$ cat config.mk
export PLATFORM = sky130hd
export DESIGN_NAME = alu_cmd_seq_flat
export DESIGN_NICKNAME = d
export VERILOG_FILES = /design/src/rtl/alu_cmd_seq_pkg.sv /design/src/rtl/alu_cmd_seq_if.sv /design/src/rtl/alu_cmd_seq_tmr.sv /design/src/rtl/alu_cmd_seq.sv /design/src/flat_wrapper.sv
export SDC_FILE = /design/constraint.sdc
export NUM_CORES = 1
export LEC_CHECK = 0
export ABC_CLOCK_PERIOD_IN_PS = 2100
export CAP_MARGIN = 20
export CORE_MARGIN = 4
export CORE_UTILIZATION = 48
export DETAILED_ROUTE_END_ITERATION = 8
export PLACE_DENSITY_LB_ADDON = 0.25
export RECOVER_POWER = 50
export SLEW_MARGIN = 10
export SYNTH_ARGS = -nofsm -noshare
export SYNTH_HDL_FRONTEND = slang
export SYNTH_SLANG_ARGS = --single-unit
$ cat constraint.sdc
create_clock -name ALU_CLK -period 2.1 [get_ports ALU_CLK]
set_input_delay 0.315 -clock ALU_CLK [delete_from_list [all_inputs] [get_ports ALU_CLK]]
set_output_delay 0.315 -clock ALU_CLK [all_outputs]
set_load 0.1 [all_outputs]
$ cat src/rtl/alu_cmd_seq_pkg.sv
// Shared definitions for the ALU command sequencer: FSM encoding,
// frame header marker, shift opcodes and default timeout values.
package alu_cmd_pkg;

   typedef enum logic [2:0] {
      IDLE     = 3'd0,
      GET_A    = 3'd1,
      GET_B    = 3'd2,
      EXEC     = 3'd3,
      WAIT_RES = 3'd4,
      SEND_LO  = 3'd5,
      SEND_HI  = 3'd6
   } state_t;

   localparam logic [3:0] HDR_MARK = 4'hA;
   localparam logic [3:0] OP_SHR   = 4'hD;
   localparam logic [3:0] OP_SHL   = 4'hE;

   localparam int RX_TIMEOUT_DEF  = 255;
   localparam int RES_TIMEOUT_DEF = 4;

   // Shift opcodes carry a single operand, so the frame skips operand B.
   function automatic logic is_shift(input logic [3:0] func);
      return (func == OP_SHR) || (func == OP_SHL);
   endfunction

endpackage

$ cat src/rtl/alu_cmd_seq_if.sv
// Bundle of the byte-stream, ALU and status signals around the sequencer.
// slave is the sequencer's view, master is the surrounding system's view.
interface alu_cmd_seq_if #(
   parameter int DATA_WIDTH = 8
);
   logic [7:0]            RX_DATA;
   logic                  RX_VALID;
   logic                  RX_READY;
   logic [DATA_WIDTH-1:0] REG0;
   logic [DATA_WIDTH-1:0] REG1;
   logic [3:0]            ALU_FUNC;
   logic                  ALU_EN;
   logic [15:0]           ALU_OUT;
   logic                  ALU_OUT_VALID;
   logic [7:0]            TX_DATA;
   logic                  TX_VALID;
   logic                  TX_READY;
   logic                  FRAME_ERR;
   logic                  BUSY;

   modport slave (
      input  RX_DATA, RX_VALID, ALU_OUT, ALU_OUT_VALID, TX_READY,
      output RX_READY, REG0, REG1, ALU_FUNC, ALU_EN, TX_DATA, TX_VALID,
             FRAME_ERR, BUSY
   );

   modport master (
      output RX_DATA, RX_VALID, ALU_OUT, ALU_OUT_VALID, TX_READY,
      input  RX_READY, REG0, REG1, ALU_FUNC, ALU_EN, TX_DATA, TX_VALID,
             FRAME_ERR, BUSY
   );
endinterface

$ cat src/rtl/alu_cmd_seq_tmr.sv
// Loadable down-counter with an expiry flag. The flag is raised during the
// last permitted waiting cycle, so the owner can abort on that clock edge.
module alu_cmd_tmr #(
   parameter int CNT_W = 8
) (
   input  logic             clk_i,
   input  logic             rst_n_i,
   input  logic             load_i,
   input  logic             en_i,
   input  logic [CNT_W-1:0] load_val_i,
   output logic             expired_o
);

   logic [CNT_W-1:0] cnt_q;
   logic [CNT_W-1:0] cnt_d;

   // Load takes priority; otherwise count down while enabled, saturating at 0.
   always_comb begin
      cnt_d = cnt_q;
      if (load_i) begin
         cnt_d = load_val_i;
      end else if (en_i && (cnt_q != '0)) begin
         cnt_d = cnt_q - 1'b1;
      end
   end

   // Count register with asynchronous active-low clear.
   always_ff @(posedge clk_i or negedge rst_n_i) begin
      if (!rst_n_i) begin
         cnt_q <= '0;
      end else begin
         cnt_q <= cnt_d;
      end
   end

   assign expired_o = en_i && !load_i && (cnt_q <= CNT_W'(1));

endmodule

$ cat src/rtl/alu_cmd_seq.sv
// ALU command sequencer: parses {A,FUNC}/A/B byte frames, strobes the ALU,
// waits for its 16-bit result and returns it low byte first.
module alu_cmd_seq
   import alu_cmd_pkg::*;
#(
   parameter int DATA_WIDTH  = 8,
   parameter int RX_TIMEOUT  = RX_TIMEOUT_DEF,
   parameter int RES_TIMEOUT = RES_TIMEOUT_DEF
) (
   input  logic          ALU_CLK,
   input  logic          RST_SYNC_2,
   alu_cmd_seq_if.slave  bus
);

   localparam int TMR_MAX = (RX_TIMEOUT > RES_TIMEOUT) ? RX_TIMEOUT : RES_TIMEOUT;
   localparam int TMR_W   = $clog2(TMR_MAX + 1);

   state_t                state_q;
   state_t                state_d;
   logic [DATA_WIDTH-1:0] reg0_q;
   logic [DATA_WIDTH-1:0] reg1_q;
   logic [3:0]            func_q;
   logic [15:0]           result_q;
   logic                  frame_err_q;
   logic                  frame_err_d;

   logic                  rx_ready;
   logic                  tx_valid;
   logic                  rx_xfer;
   logic                  tx_xfer;
   logic                  hdr_ok;

   logic                  tmr_load;
   logic                  tmr_en;
   logic [TMR_W-1:0]      tmr_val;
   logic                  tmr_exp;

   assign rx_xfer = bus.RX_VALID && rx_ready;
   assign tx_xfer = tx_valid && bus.TX_READY;
   assign hdr_ok  = (bus.RX_DATA[7:4] == HDR_MARK);

   // One timer serves both waits: it runs in the operand states and in
   // WAIT_RES, and is reloaded everywhere else and on every received byte.
   // Leaving EXEC loads the result budget; all other reloads use the RX budget.
   assign tmr_en   = (state_q == GET_A) || (state_q == GET_B) || (state_q == WAIT_RES);
   assign tmr_load = !tmr_en || rx_xfer;
   assign tmr_val  = (state_q == EXEC) ? TMR_W'(RES_TIMEOUT) : TMR_W'(RX_TIMEOUT);

   alu_cmd_tmr #(
      .CNT_W      (TMR_W)
   ) u_tmr (
      .clk_i      (ALU_CLK),
      .rst_n_i    (RST_SYNC_2),
      .load_i     (tmr_load),
      .en_i       (tmr_en),
      .load_val_i (tmr_val),
      .expired_o  (tmr_exp)
   );

   // State register; reset drops any frame in progress.
   always_ff @(posedge ALU_CLK or negedge RST_SYNC_2) begin
      if (!RST_SYNC_2) begin
         state_q <= IDLE;
      end else begin
         state_q <= state_d;
      end
   end

   // Next-state and error-pulse decision; a byte arriving wins over a timeout.
   always_comb begin
      state_d     = state_q;
      frame_err_d = 1'b0;
      case (state_q)
         IDLE: begin
            if (rx_xfer) begin
               if (hdr_ok) begin
                  state_d = GET_A;
               end else begin
                  frame_err_d = 1'b1;
               end
            end
         end
         GET_A: begin
            if (rx_xfer) begin
               state_d = is_shift(func_q) ? EXEC : GET_B;
            end else if (tmr_exp) begin
               state_d     = IDLE;
               frame_err_d = 1'b1;
            end
         end
         GET_B: begin
            if (rx_xfer) begin
               state_d = EXEC;
            end else if (tmr_exp) begin
               state_d     = IDLE;
               frame_err_d = 1'b1;
            end
         end
         EXEC: begin
            state_d = WAIT_RES;
         end
         WAIT_RES: begin
            if (bus.ALU_OUT_VALID) begin
               state_d = SEND_LO;
            end else if (tmr_exp) begin
               state_d     = IDLE;
               frame_err_d = 1'b1;
            end
         end
         SEND_LO: begin
            if (tx_xfer) begin
               state_d = SEND_HI;
            end
         end
         SEND_HI: begin
            if (tx_xfer) begin
               state_d = IDLE;
            end
         end
         default: begin
            state_d = IDLE;
         end
      endcase
   end

   // Operand, opcode and result capture; values hold until the next header.
   always_ff @(posedge ALU_CLK or negedge RST_SYNC_2) begin
      if (!RST_SYNC_2) begin
         reg0_q      <= '0;
         reg1_q      <= '0;
         func_q      <= '0;
         result_q    <= '0;
         frame_err_q <= 1'b0;
      end else begin
         frame_err_q <= frame_err_d;
         if ((state_q == IDLE) && rx_xfer && hdr_ok) begin
            func_q <= bus.RX_DATA[3:0];
         end
         if ((state_q == GET_A) && rx_xfer) begin
            reg0_q <= DATA_WIDTH'(bus.RX_DATA);
            if (is_shift(func_q)) begin
               reg1_q <= '0;
            end
         end
         if ((state_q == GET_B) && rx_xfer) begin
            reg1_q <= DATA_WIDTH'(bus.RX_DATA);
         end
         if ((state_q == WAIT_RES) && bus.ALU_OUT_VALID) begin
            result_q <= bus.ALU_OUT;
         end
      end
   end

   // Moore outputs decoded from the current state.
   always_comb begin
      rx_ready    = 1'b0;
      tx_valid    = 1'b0;
      bus.ALU_EN  = 1'b0;
      bus.TX_DATA = 8'h00;
      case (state_q)
         IDLE, GET_A, GET_B: rx_ready = 1'b1;
         EXEC:               bus.ALU_EN = 1'b1;
         SEND_LO: begin
            tx_valid    = 1'b1;
            bus.TX_DATA = result_q[7:0];
         end
         SEND_HI: begin
            tx_valid    = 1'b1;
            bus.TX_DATA = result_q[15:8];
         end
         default: begin
            rx_ready = 1'b0;
         end
      endcase
   end

   assign bus.RX_READY  = rx_ready;
   assign bus.TX_VALID  = tx_valid;
   assign bus.REG0      = reg0_q;
   assign bus.REG1      = reg1_q;
   assign bus.ALU_FUNC  = func_q;
   assign bus.FRAME_ERR = frame_err_q;
   assign bus.BUSY      = (state_q != IDLE);

endmodule

$ cat src/flat_wrapper.sv
// flat-port wrapper written by rule: the top's interface ports become plain ports
module alu_cmd_seq_flat import alu_cmd_pkg::*;
#(
   parameter int DATA_WIDTH  = 8,
   parameter int RX_TIMEOUT  = RX_TIMEOUT_DEF,
   parameter int RES_TIMEOUT = RES_TIMEOUT_DEF
)
  (ALU_CLK, RST_SYNC_2, bus_RX_DATA, bus_RX_VALID, bus_ALU_OUT, bus_ALU_OUT_VALID, bus_TX_READY, bus_RX_READY, bus_REG0, bus_REG1, bus_ALU_FUNC, bus_ALU_EN, bus_TX_DATA, bus_TX_VALID, bus_FRAME_ERR, bus_BUSY);
  alu_cmd_seq_if #(.DATA_WIDTH(DATA_WIDTH)) bus_i ();
  input  logic ALU_CLK;
  input  logic RST_SYNC_2;
  input wire logic [$bits(bus_i.RX_DATA)-1:0] bus_RX_DATA;
  input wire logic [$bits(bus_i.RX_VALID)-1:0] bus_RX_VALID;
  input wire logic [$bits(bus_i.ALU_OUT)-1:0] bus_ALU_OUT;
  input wire logic [$bits(bus_i.ALU_OUT_VALID)-1:0] bus_ALU_OUT_VALID;
  input wire logic [$bits(bus_i.TX_READY)-1:0] bus_TX_READY;
  output wire logic [$bits(bus_i.RX_READY)-1:0] bus_RX_READY;
  output wire logic [$bits(bus_i.REG0)-1:0] bus_REG0;
  output wire logic [$bits(bus_i.REG1)-1:0] bus_REG1;
  output wire logic [$bits(bus_i.ALU_FUNC)-1:0] bus_ALU_FUNC;
  output wire logic [$bits(bus_i.ALU_EN)-1:0] bus_ALU_EN;
  output wire logic [$bits(bus_i.TX_DATA)-1:0] bus_TX_DATA;
  output wire logic [$bits(bus_i.TX_VALID)-1:0] bus_TX_VALID;
  output wire logic [$bits(bus_i.FRAME_ERR)-1:0] bus_FRAME_ERR;
  output wire logic [$bits(bus_i.BUSY)-1:0] bus_BUSY;
  assign bus_i.RX_DATA = bus_RX_DATA;
  assign bus_i.RX_VALID = bus_RX_VALID;
  assign bus_i.ALU_OUT = bus_ALU_OUT;
  assign bus_i.ALU_OUT_VALID = bus_ALU_OUT_VALID;
  assign bus_i.TX_READY = bus_TX_READY;
  assign bus_RX_READY = bus_i.RX_READY;
  assign bus_REG0 = bus_i.REG0;
  assign bus_REG1 = bus_i.REG1;
  assign bus_ALU_FUNC = bus_i.ALU_FUNC;
  assign bus_ALU_EN = bus_i.ALU_EN;
  assign bus_TX_DATA = bus_i.TX_DATA;
  assign bus_TX_VALID = bus_i.TX_VALID;
  assign bus_FRAME_ERR = bus_i.FRAME_ERR;
  assign bus_BUSY = bus_i.BUSY;
  alu_cmd_seq #(.DATA_WIDTH(DATA_WIDTH), .RX_TIMEOUT(RX_TIMEOUT), .RES_TIMEOUT(RES_TIMEOUT)) u_core (.ALU_CLK(ALU_CLK), .RST_SYNC_2(RST_SYNC_2), .bus(bus_i));
endmodule
======== Word-level counts from Yosys, hierarchy flattened ========
Cells that the tools add are included.
word-level totals
  output and inout bits ................... 33
  ROM bits ................................ 0
  word-level logic and storage cells ...... 75
  bits of input ports ..................... 29
  register bits ........................... 48
  latch bits .............................. 0
  memory bits (writable) .................. 0
  memories ................................ 0
operators by class
  bitwise logic cells ..................... 0
  multipliers ............................. 0
  magnitude comparators ................... 1
  eq/ne operators ......................... 13
  multiplexer cells ....................... 26
  div/mod/pow operators ................... 0
  shift-type cells ........................ 0
  reduce and logical (&&, ||, !) cells .... 27
  add/subtract/negate cells ............... 1
operator list
  kind                                                            count
  2-to-1 mux 8 bit                                                6
  2-to-1 mux 3 bit                                                8
  one-hot mux 3 bit (7 select lines)                              1
  one-hot mux 8 bit (2 select lines)                              1
  == test 4 bit, second input constant                            3
  logical AND 1 bit                                               10
  == test 3 bit, second input constant                            3
  2-to-1 mux 1 bit                                                9
  less-or-equal comparator 8 x 1 -> 1 bit, second input constant  1
  inequality test 2 x 1 -> 1 bit, second input constant           4
  nonzero test 8 bit                                              1
  subtractor 8 x 1 -> 8 bit, second input constant                1
  == test 3 x 2 -> 1 bit, second input constant                   2
  nonzero test 2 bit                                              3
  logical OR 1 bit                                                4
  AND reduction 4 bit                                             1
  OR reduction 2 bit                                              2
  == test 3 x 1 -> 1 bit, second input constant                   1
  zero test 3 bit                                                 1
  one-hot mux 1 bit (3 select lines)                              1
  nonzero test 3 bit                                              1
  OR reduction 3 bit                                              1
  zero test 1 bit                                                 2
  AND reduction 2 bit                                             1

======== Longest topological paths before layout ========
Gate-level depths: netlist of run 1.
  depth in word-level cells ............... 11
  mapped depth ............................ 6

======== Modules after synthesis ========
From an unflattened synthesis of run 1, not the netlist that was laid out.
unflattened totals
  cells, all modules ...................... 229
  area, all modules ....................... 2538.7 um^2
by module, submodules not included
  module       cells each  sequential area each (um^2)  times used  area an instance (um^2)
  alu_cmd_seq  154         1001.0                       1           1923.1
  alu_cmd_tmr  75          200.2                        1           615.6

======== Worst setup path after synthesis of run 1 ========
No wires, ideal clock.
  path type ............................... register -> output
  from .................................... register u_core.state_q[1]
  to ...................................... output bus_TX_DATA[0]
  stages on the path, launching flop included .. 5
  required time ........................... 1.785 ns
  path buffers ............................ 1
  path slack .............................. -0.488 ns
  arrival ................................. 2.273 ns
  path through ............................ dfrtp_1 -> nor2b_1 -> clkbuf_1 -> a22oi_1 -> nor2b_1
between the ends
  word-level cells in the longest chain between the ends .. 2
  elaborated cells on any way between the ends .. 3
  those cells by class .................... eq/ne: 2; mux: 1
RTL lines
  element                                 RTL line            text
  start: declaration                      alu_cmd_seq.sv:18   state_t state_q;
  start signal: assignment                alu_cmd_seq.sv:65   state_q <= state_d;
  == test 3 bit                           alu_cmd_seq.sv:160  case (state_q)
  one-hot mux 8 bit (2 select lines) (*)  alu_cmd_seq.sv:160
  end: declaration                        flat_wrapper.sv:22  output wire logic [$bits(bus_i.TX_DATA)-1:0] bus_TX_DATA;
Every way passes the cells marked *; elsewhere a longest branch is shown, timed or not.

======== Worst setup path in the final report of run 1 ========
  from .................................... register u_core.state_q[0]
  to ...................................... output bus_TX_DATA[0]
The elaborated chain is that of the path after synthesis.

==> reports/qor.csv, run 1 <==
stage;metric;value;unit
outcome;status;completed;
worst_setup_path;worstPathArrival;1.69;ns
logic_synthesis;ys_types;45;
clocking;cts_sinks;48;
final_layout;area_growth;39.6;%
logic_synthesis;synthMostInstantiatedCell;dfrtp_1;
floorplanning;die_y;77.8;µm
final_layout;layout-drive-gt1-share;0.380;
worst_setup_path;cp_slowest_cell;dfrtp_2;
drt;drt_first_iter_violations;46;
worst_setup_path;endpoint;bus_TX_DATA[0];
drt;ant_nets;0;
clocking;h-tree-depth;2;
timing;finalCriticalPeriod;2.00;ns
logic_synthesis;synth_area_leader_cell;dfrtp_1;
logic_synthesis;async_flop_share;1.00;
min_path;hold_class;input port to async pin;
clocking;clk_latency;0.30;ns
logic_synthesis;synthesis.instances;187;
worst_setup_path;r2r_end;u_core.u_tmr.cnt_q[1]$_DFFE_PN0P_;
logic_synthesis;yosysSeqAreaShare;0.514;
worst_setup_path;crit_required;1.78;ns
logic_synthesis;syn_area;0.00234;mm²
timing;finalSetupTns;0;ns
worst_setup_path;slowest_delay;0.45;ns
timing;rsz0062_at_grt;false;
grt;grt_pass1_wl;9.00;mm
job;max_cap_viol_count;0;
grt;grt_pass1_vias;1882;
timing;hold_viol_final;0;
logic_synthesis;synth_ff_type;dfrtp_1;
grt;track_usage;0.189;
logic_synthesis;mappedNetlistNets;218;
placed_design;hpwlAfterDp;3.87;mm
clocking;cts_tree;yes;
drt;vias;1747;
grt;grt_overflow;0;
placed_design;place_congestion;0.813;
floorplanning;rows;25;
worst_setup_path;cp-end-kind;output pin;
logic_synthesis;synth_edf_count;0;
timing;slew_headroom;0.149;
worst_setup_path;worstReg2RegStart;u_core.u_tmr.cnt_q[0]$_DFFE_PN0P_;
worst_setup_path;crit_type;flop to output pin;
clocking;cts_setup_buffers;0;
worst_setup_path;worstRegToRegCells;6;
floorplanning;pin_count;62;
logic_synthesis;avgSynthCellArea;12.5;µm²
worst_setup_path;critPathLaunchType;flop;
floorplanning;core_area;0.00472;mm²
logic_synthesis;synth_top_area_share;0.514;
floorplanning;initial_core_util;0.495;
drt;finalWirelength;5.36;mm
logic_synthesis;ys_top_cells_by_count;48 x dfrtp_1, 19 x mux2_2, 12 x nor2b_1;
drt;wl_per_cell;16.5;µm
timing;setup_violations;0;
clocking;cts-root-buf;clkbuf_8;
clocking;clk_pin_slew;0.09;ns
final_layout;n_fill_cell;352;
timing;skew;0.00661;ns
drt;via_per_inst;5.38;
logic_synthesis;ys_seq_elements;48;
logic_synthesis;ys_top_cells_by_area;dfrtp_1 51%, mux2_2 9.2%, mux2_1 4.8%;
logic_synthesis;ys_warn_count;0;
timing;final_max_slew_viol_count;0;
floorplanning;dieWidth;77.8;µm
clocking;cts_buffers;5;
final_layout;antenna_cells;0;
worst_setup_path;critPathMostFrequentCell;buf_4;
floorplanning;die-area;0.00605;mm²
timing;fmax;500;MHz
grt;grt_max_degree;26;
drt;drcViolationCount;0;
placed_design;port-buffer-count;61;
final_layout;fin_nets;288;
worst_setup_path;critPathMaxFanout;8;
drt;drtPass1Iterations;4;
clocking;ctsLongestPathBuffers;2;
worst_setup_path;r2r_slack;0.27;ns
timing;finalCritPeriodShare;0.953;
timing;tightest_slew;1.28;ns
worst_setup_path;cp-startpoint;u_core.state_q[0]$_DFFE_PN0P_;
grt;antenna_found_initial;0;
worst_setup_path;worstPathCellList;buf_4 -> nor2b_1 -> buf_4 -> a22oi_1 -> nor2b_2 -> buf_12;
==> flip-flops by register name (all words and copies together), names as in the netlist <==
signal,cells
u_core.u_tmr.cnt_q,8
u_core.state_q,3
u_core.bus.REG0,8
u_core.bus.ALU_FUNC,4
u_core.result_q,16
u_core.bus.FRAME_ERR,1
u_core.bus.REG1,8
==> worst min path at each step <==
stage / from / end / slack [ns]
after floorplan: RST_SYNC_2 / u_core.bus.ALU_FUNC[0]$_DFFE_PN0P_ / 0.02
after global placement: RST_SYNC_2 / u_core.u_tmr.cnt_q[6]$_DFFE_PN0P_ / 0.34
after detailed placement: RST_SYNC_2 / u_core.u_tmr.cnt_q[6]$_DFFE_PN0P_ / 0.34
after CTS: RST_SYNC_2 / u_core.u_tmr.cnt_q[6]$_DFFE_PN0P_ / 0.009
after global routing: RST_SYNC_2 / u_core.u_tmr.cnt_q[6]$_DFFE_PN0P_ / 0.38
final: RST_SYNC_2 / u_core.u_tmr.cnt_q[6]$_DFFE_PN0P_ / 0.27
==> what timing repair did <==
item / 4_1_cts / 5_1_grt
gates resized for setup: 0 / 3
hold buffers: 0 / 0
endpoints found under the setup margin: 0 / 8
==> cell families after synthesis <==
| logic type | share of synthesized area |
|---|---|
| AO/OA/AOI/OAI | 0.138 |
| XOR/XNOR | 0.0187 |
| adder cells (fa/ha/maj) | 0.0107 |
| buffers and inverters | 0.0369 |
| flip-flops | 0.514 |
| multiplexers | 0.148 |
| AND/OR/NAND/NOR | 0.133 |
==> critical path: cells and delay by family (launching register included) <==
kind            cells  cell delay [ns]
flops               1             0.45
buf+inv             3             0.53
simple gates        2             0.31
compound gates      1             0.08
==> metal layers <==
metal	track usage	vias to the layer above	part of all wire
met4	0.0641	0	0.018
met2	0.301	53	0.49
met1	0.244	858	0.43
met5	0	-	0
met3	0.0580	13	0.062
li1	-	823	-
==> per-stage QoR <==
stage               area, µm²  std cells  setup slack (ns)  hold slack, ns   util
detailed placement       3160        317            0.0780           0.342  0.668
global placement         3160        317             0.125           0.340  0.668
floorplan                2360        187            0.0298          0.0194      -
global route             3260        325           0.00690           0.375  0.691
finish                   3260        325            0.0991           0.266  0.691
CTS                      3310        325            0.0117         0.00924  0.702
==> final cells by class <==
type,instances,area (µm²),share of cell area
Clock inverter,3,90.1,0.0276
Inverter,3,11.3,0.00345
Multi-Input combinational cell,125,1080,0.331
Timing Repair Buffer,74,727,0.223
Clock buffer,5,68.8,0.0211
Sequential cell,48,1200,0.369
Tap cell,67,83.8,0.0257
==> cells in the final DEF (no fill, tap or decap), types with 3 or more instances in the layout <==
master / instances
dfrtp_1: 46
clkdlybuf4s50_1: 27
mux2_2: 19
clkbuf_2: 17
buf_4: 17
buf_12: 12
mux2_1: 10
nor2b_2: 9
a22o_1: 9
a22oi_1: 8
a21oi_1: 6
nand2_1: 5
nor2_1: 5
clkbuf_8: 5
and2_1: 4
nor3_1: 4
inv_1: 3
nor2b_1: 3
nand3_1: 3
o22ai_1: 3
xnor2_1: 3
bufinv_16: 3
Power of run 1 is not shown: default switching activity piles up to over one toggle a cycle in this logic, so the estimate is an artifact.
==> run 2, diff against run 1 <==
--- a/config.mk
+++ b/config.mk
@@ -7,12 +7,15 @@
 export LEC_CHECK = 0
 export ABC_CLOCK_PERIOD_IN_PS = 2100
 export CAP_MARGIN = 20
+export CELL_PAD_IN_SITES_DETAIL_PLACEMENT = 1
+export CELL_PAD_IN_SITES_GLOBAL_PLACEMENT = 2
 export CORE_MARGIN = 4
-export CORE_UTILIZATION = 48
+export CORE_UTILIZATION = 31
 export DETAILED_ROUTE_END_ITERATION = 8
+export HOLD_SLACK_MARGIN = 0.1
 export PLACE_DENSITY_LB_ADDON = 0.25
 export RECOVER_POWER = 50
-export SLEW_MARGIN = 10
+export SLEW_MARGIN = 20
 export SYNTH_ARGS = -nofsm -noshare
 export SYNTH_HDL_FRONTEND = slang
 export SYNTH_SLANG_ARGS = --single-unit
==> run 2 against run 1 <==
Compared with the run above:
- register-to-register slack lost 0.02 ns
- global-route usage is 4.9 points lower
- maximum frequency increased by 2.2%
- utilization shrank 24 points
- first-iteration DRC count is 39% lower
- critical path depth did not move
- count of clock-buffer cells in the layout is the same
- sequential share of layout area down 0.74 points
- hold slack gained 0.23 ns
- routed wire length up 8.8%
- via count increased by 0.46%
- cell area increased by 1.8%
==> reports/qor.csv, run 2 (synthesis gave the netlist of run 1 again) <==
stage;metric;value;unit;change
outcome;status;completed;;
clocking;cts_sinks;48;;unchanged
drt;wl_per_cell;16.1;µm;-2.6%
grt;grt_pass1_vias;1876;;-0.32%
timing;finalCriticalPeriod;1.96;ns;-0.0438 ns
drt;drt_first_iter_violations;28;;-39%
worst_setup_path;cp-end-kind;output pin;;
floorplanning;initial_core_util;0.321;;-0.174
clocking;cts_tree;yes;;
timing;skew;0.00651;ns;-0.000100 ns
final_layout;layout_commonest_cell;dfrtp_1;;
final_layout;fin_nets;294;;+2.1%
floorplanning;pin_count;62;;unchanged
floorplanning;rows;31;;+24%
clocking;cts-root-buf;clkbuf_8;;
drt;finalWirelength;5.83;mm;+8.8%
worst_setup_path;worstReg2RegStart;u_core.u_tmr.cnt_q[0]$_DFFE_PN0P_;;
timing;final_max_slew_viol_count;0;;unchanged
grt;grt_max_degree;29;;+12%
clocking;clk_pin_slew;0.09;ns;about the same
drt;vias;1755;;+0.46%
timing;slew_headroom;0.170;;+0.0216
clocking;ctsLongestPathBuffers;2;;unchanged
clocking;clk_latency;0.30;ns;about the same
clocking;cts_buffers;5;;unchanged
clocking;h-tree-depth;2;;unchanged
worst_setup_path;endpoint;bus_TX_DATA[3];;
worst_setup_path;critPathLaunchType;flop;;
worst_setup_path;worstRegToRegCells;6;;unchanged
worst_setup_path;worstPathArrival;1.64;ns;-0.05 ns
placed_design;hpwlAfterDp;4.57;mm;+18%
floorplanning;die_y;94.8;µm;+22%
grt;grt_pass1_wl;9.70;mm;+7.7%
timing;finalSetupTns;0;ns;unchanged
worst_setup_path;slowest_delay;0.38;ns;-0.07 ns
timing;fmax;511;MHz;+2.2%
timing;rsz0062_at_grt;false;;
final_layout;layout-drive-gt1-share;0.386;;+0.00652
worst_setup_path;r2r_slack;0.25;ns;-0.02 ns
drt;drcViolationCount;0;;unchanged
placed_design;port-buffer-count;61;;unchanged
final_layout;top_register;u_core.result_q;;
drt;drtPass1Iterations;4;;unchanged
floorplanning;core_area;0.00729;mm²;+54%
final_layout;final_cell_mix;48 x dfrtp_1, 27 x clkdlybuf4s50_1, 22 x buf_4, 19 x mux2_2, 16 x clkbuf_2;;
worst_setup_path;r2r_end;u_core.u_tmr.cnt_q[1]$_DFFE_PN0P_;;
worst_setup_path;cp-startpoint;u_core.state_q[1]$_DFFE_PN0P_;;
floorplanning;dieWidth;94.8;µm;+22%
timing;hold_viol_final;0;;unchanged
worst_setup_path;cp_slowest_cell;dfrtp_1;;
final_layout;area_growth;42.2;%;
final_layout;antenna_cells;0;;unchanged
grt;antenna_found_initial;0;;unchanged
timing;tightest_slew;1.24;ns;-0.0323 ns
worst_setup_path;crit_type;flop to output pin;;
placed_design;place_congestion;0.712;;-12%
worst_setup_path;crit_required;1.78;ns;about the same
job;max_cap_viol_count;0;;unchanged
timing;finalCritPeriodShare;0.932;;-0.0209
drt;ant_nets;0;;unchanged
grt;track_usage;0.140;;-0.0493
min_path;hold_class;flop to flop;;
final_layout;largest_reg_flops;16;;unchanged
floorplanning;die-area;0.00899;mm²;+49%
worst_setup_path;worstPathCellList;buf_4 -> nor2b_2 -> buf_4 -> a22oi_1 -> nor2b_2 -> buf_12;;
drt;via_per_inst;4.83;;-10%
timing;setup_violations;0;;unchanged
worst_setup_path;critPathMaxFanout;11;;+3
grt;grt_overflow;0;;unchanged
## run 2: worst min-delay path by stage
stage	from	end	slack, ns	cells after the start
after global placement	RST_SYNC_2	u_core.u_tmr.cnt_q[4]$_DFFE_PN0P_	0.32	1
final	u_core.result_q[10]$_DFFE_PN0P_	u_core.result_q[10]$_DFFE_PN0P_	0.49	1
after floorplan	RST_SYNC_2	u_core.bus.ALU_FUNC[0]$_DFFE_PN0P_	0.02	0
after detailed placement	RST_SYNC_2	u_core.u_tmr.cnt_q[6]$_DFFE_PN0P_	0.32	1
after global routing	u_core.result_q[10]$_DFFE_PN0P_	u_core.result_q[10]$_DFFE_PN0P_	0.51	1
after CTS	u_core.result_q[10]$_DFFE_PN0P_	u_core.result_q[10]$_DFFE_PN0P_	0.50	1
## run 2: metrics by stage
step / area [µm²] / worst slack (ns) / hold slack, ns / cells / utilization
CTS: 3340 / 0.0316 / 0.500 / 361 / 0.459
detailed placement: 3220 / 0.103 / 0.323 / 352 / 0.441
floorplan: 2360 / 0.0298 / 0.0194 / 187 / -
global route: 3320 / 0.00506 / 0.511 / 363 / 0.456
global placement: 3220 / 0.156 / 0.321 / 352 / 0.441
finish: 3320 / 0.143 / 0.493 / 363 / 0.456
## run 2: metal layers
| layer | part of all wire | vias up | GRT usage |
|---|---|---|---|
| li1 | - | 837 | - |
| met1 | 0.46 | 866 | 0.189 |
| met2 | 0.48 | 47 | 0.224 |
| met3 | 0.053 | 5 | 0.0351 |
| met4 | 0.010 | 0 | 0.0361 |
| met5 | 0 | - | 0 |
## run 2: what timing repair did
item / CTS / global route
setup endpoints to repair: 0 / 5
buffers inserted: 0 / 2
endpoints found under the hold margin: 20 / 0
gates resized for setup: 0 / 2
hold buffers: 1 / 0
## run 2: final cells by class
type	count	area, µm²
fillers	806	3970
flip-flops and latches	48	1200
multi-input cells	125	1080
repair buffers	80	790
well taps	99	124
clock buffers	5	68.8
clock inverters	3	47.5
inverters	3	11.3
## run 2: critical path, delay by kind of cell (launching register included)
kind                   cells  cell delay (ns)
AOI/OAI and AO/OA          1             0.10
buffers and inverters      3             0.54
DFF                        1             0.38
and+or+nand+nor            2             0.32
Power of run 2 is left out for the same reason.
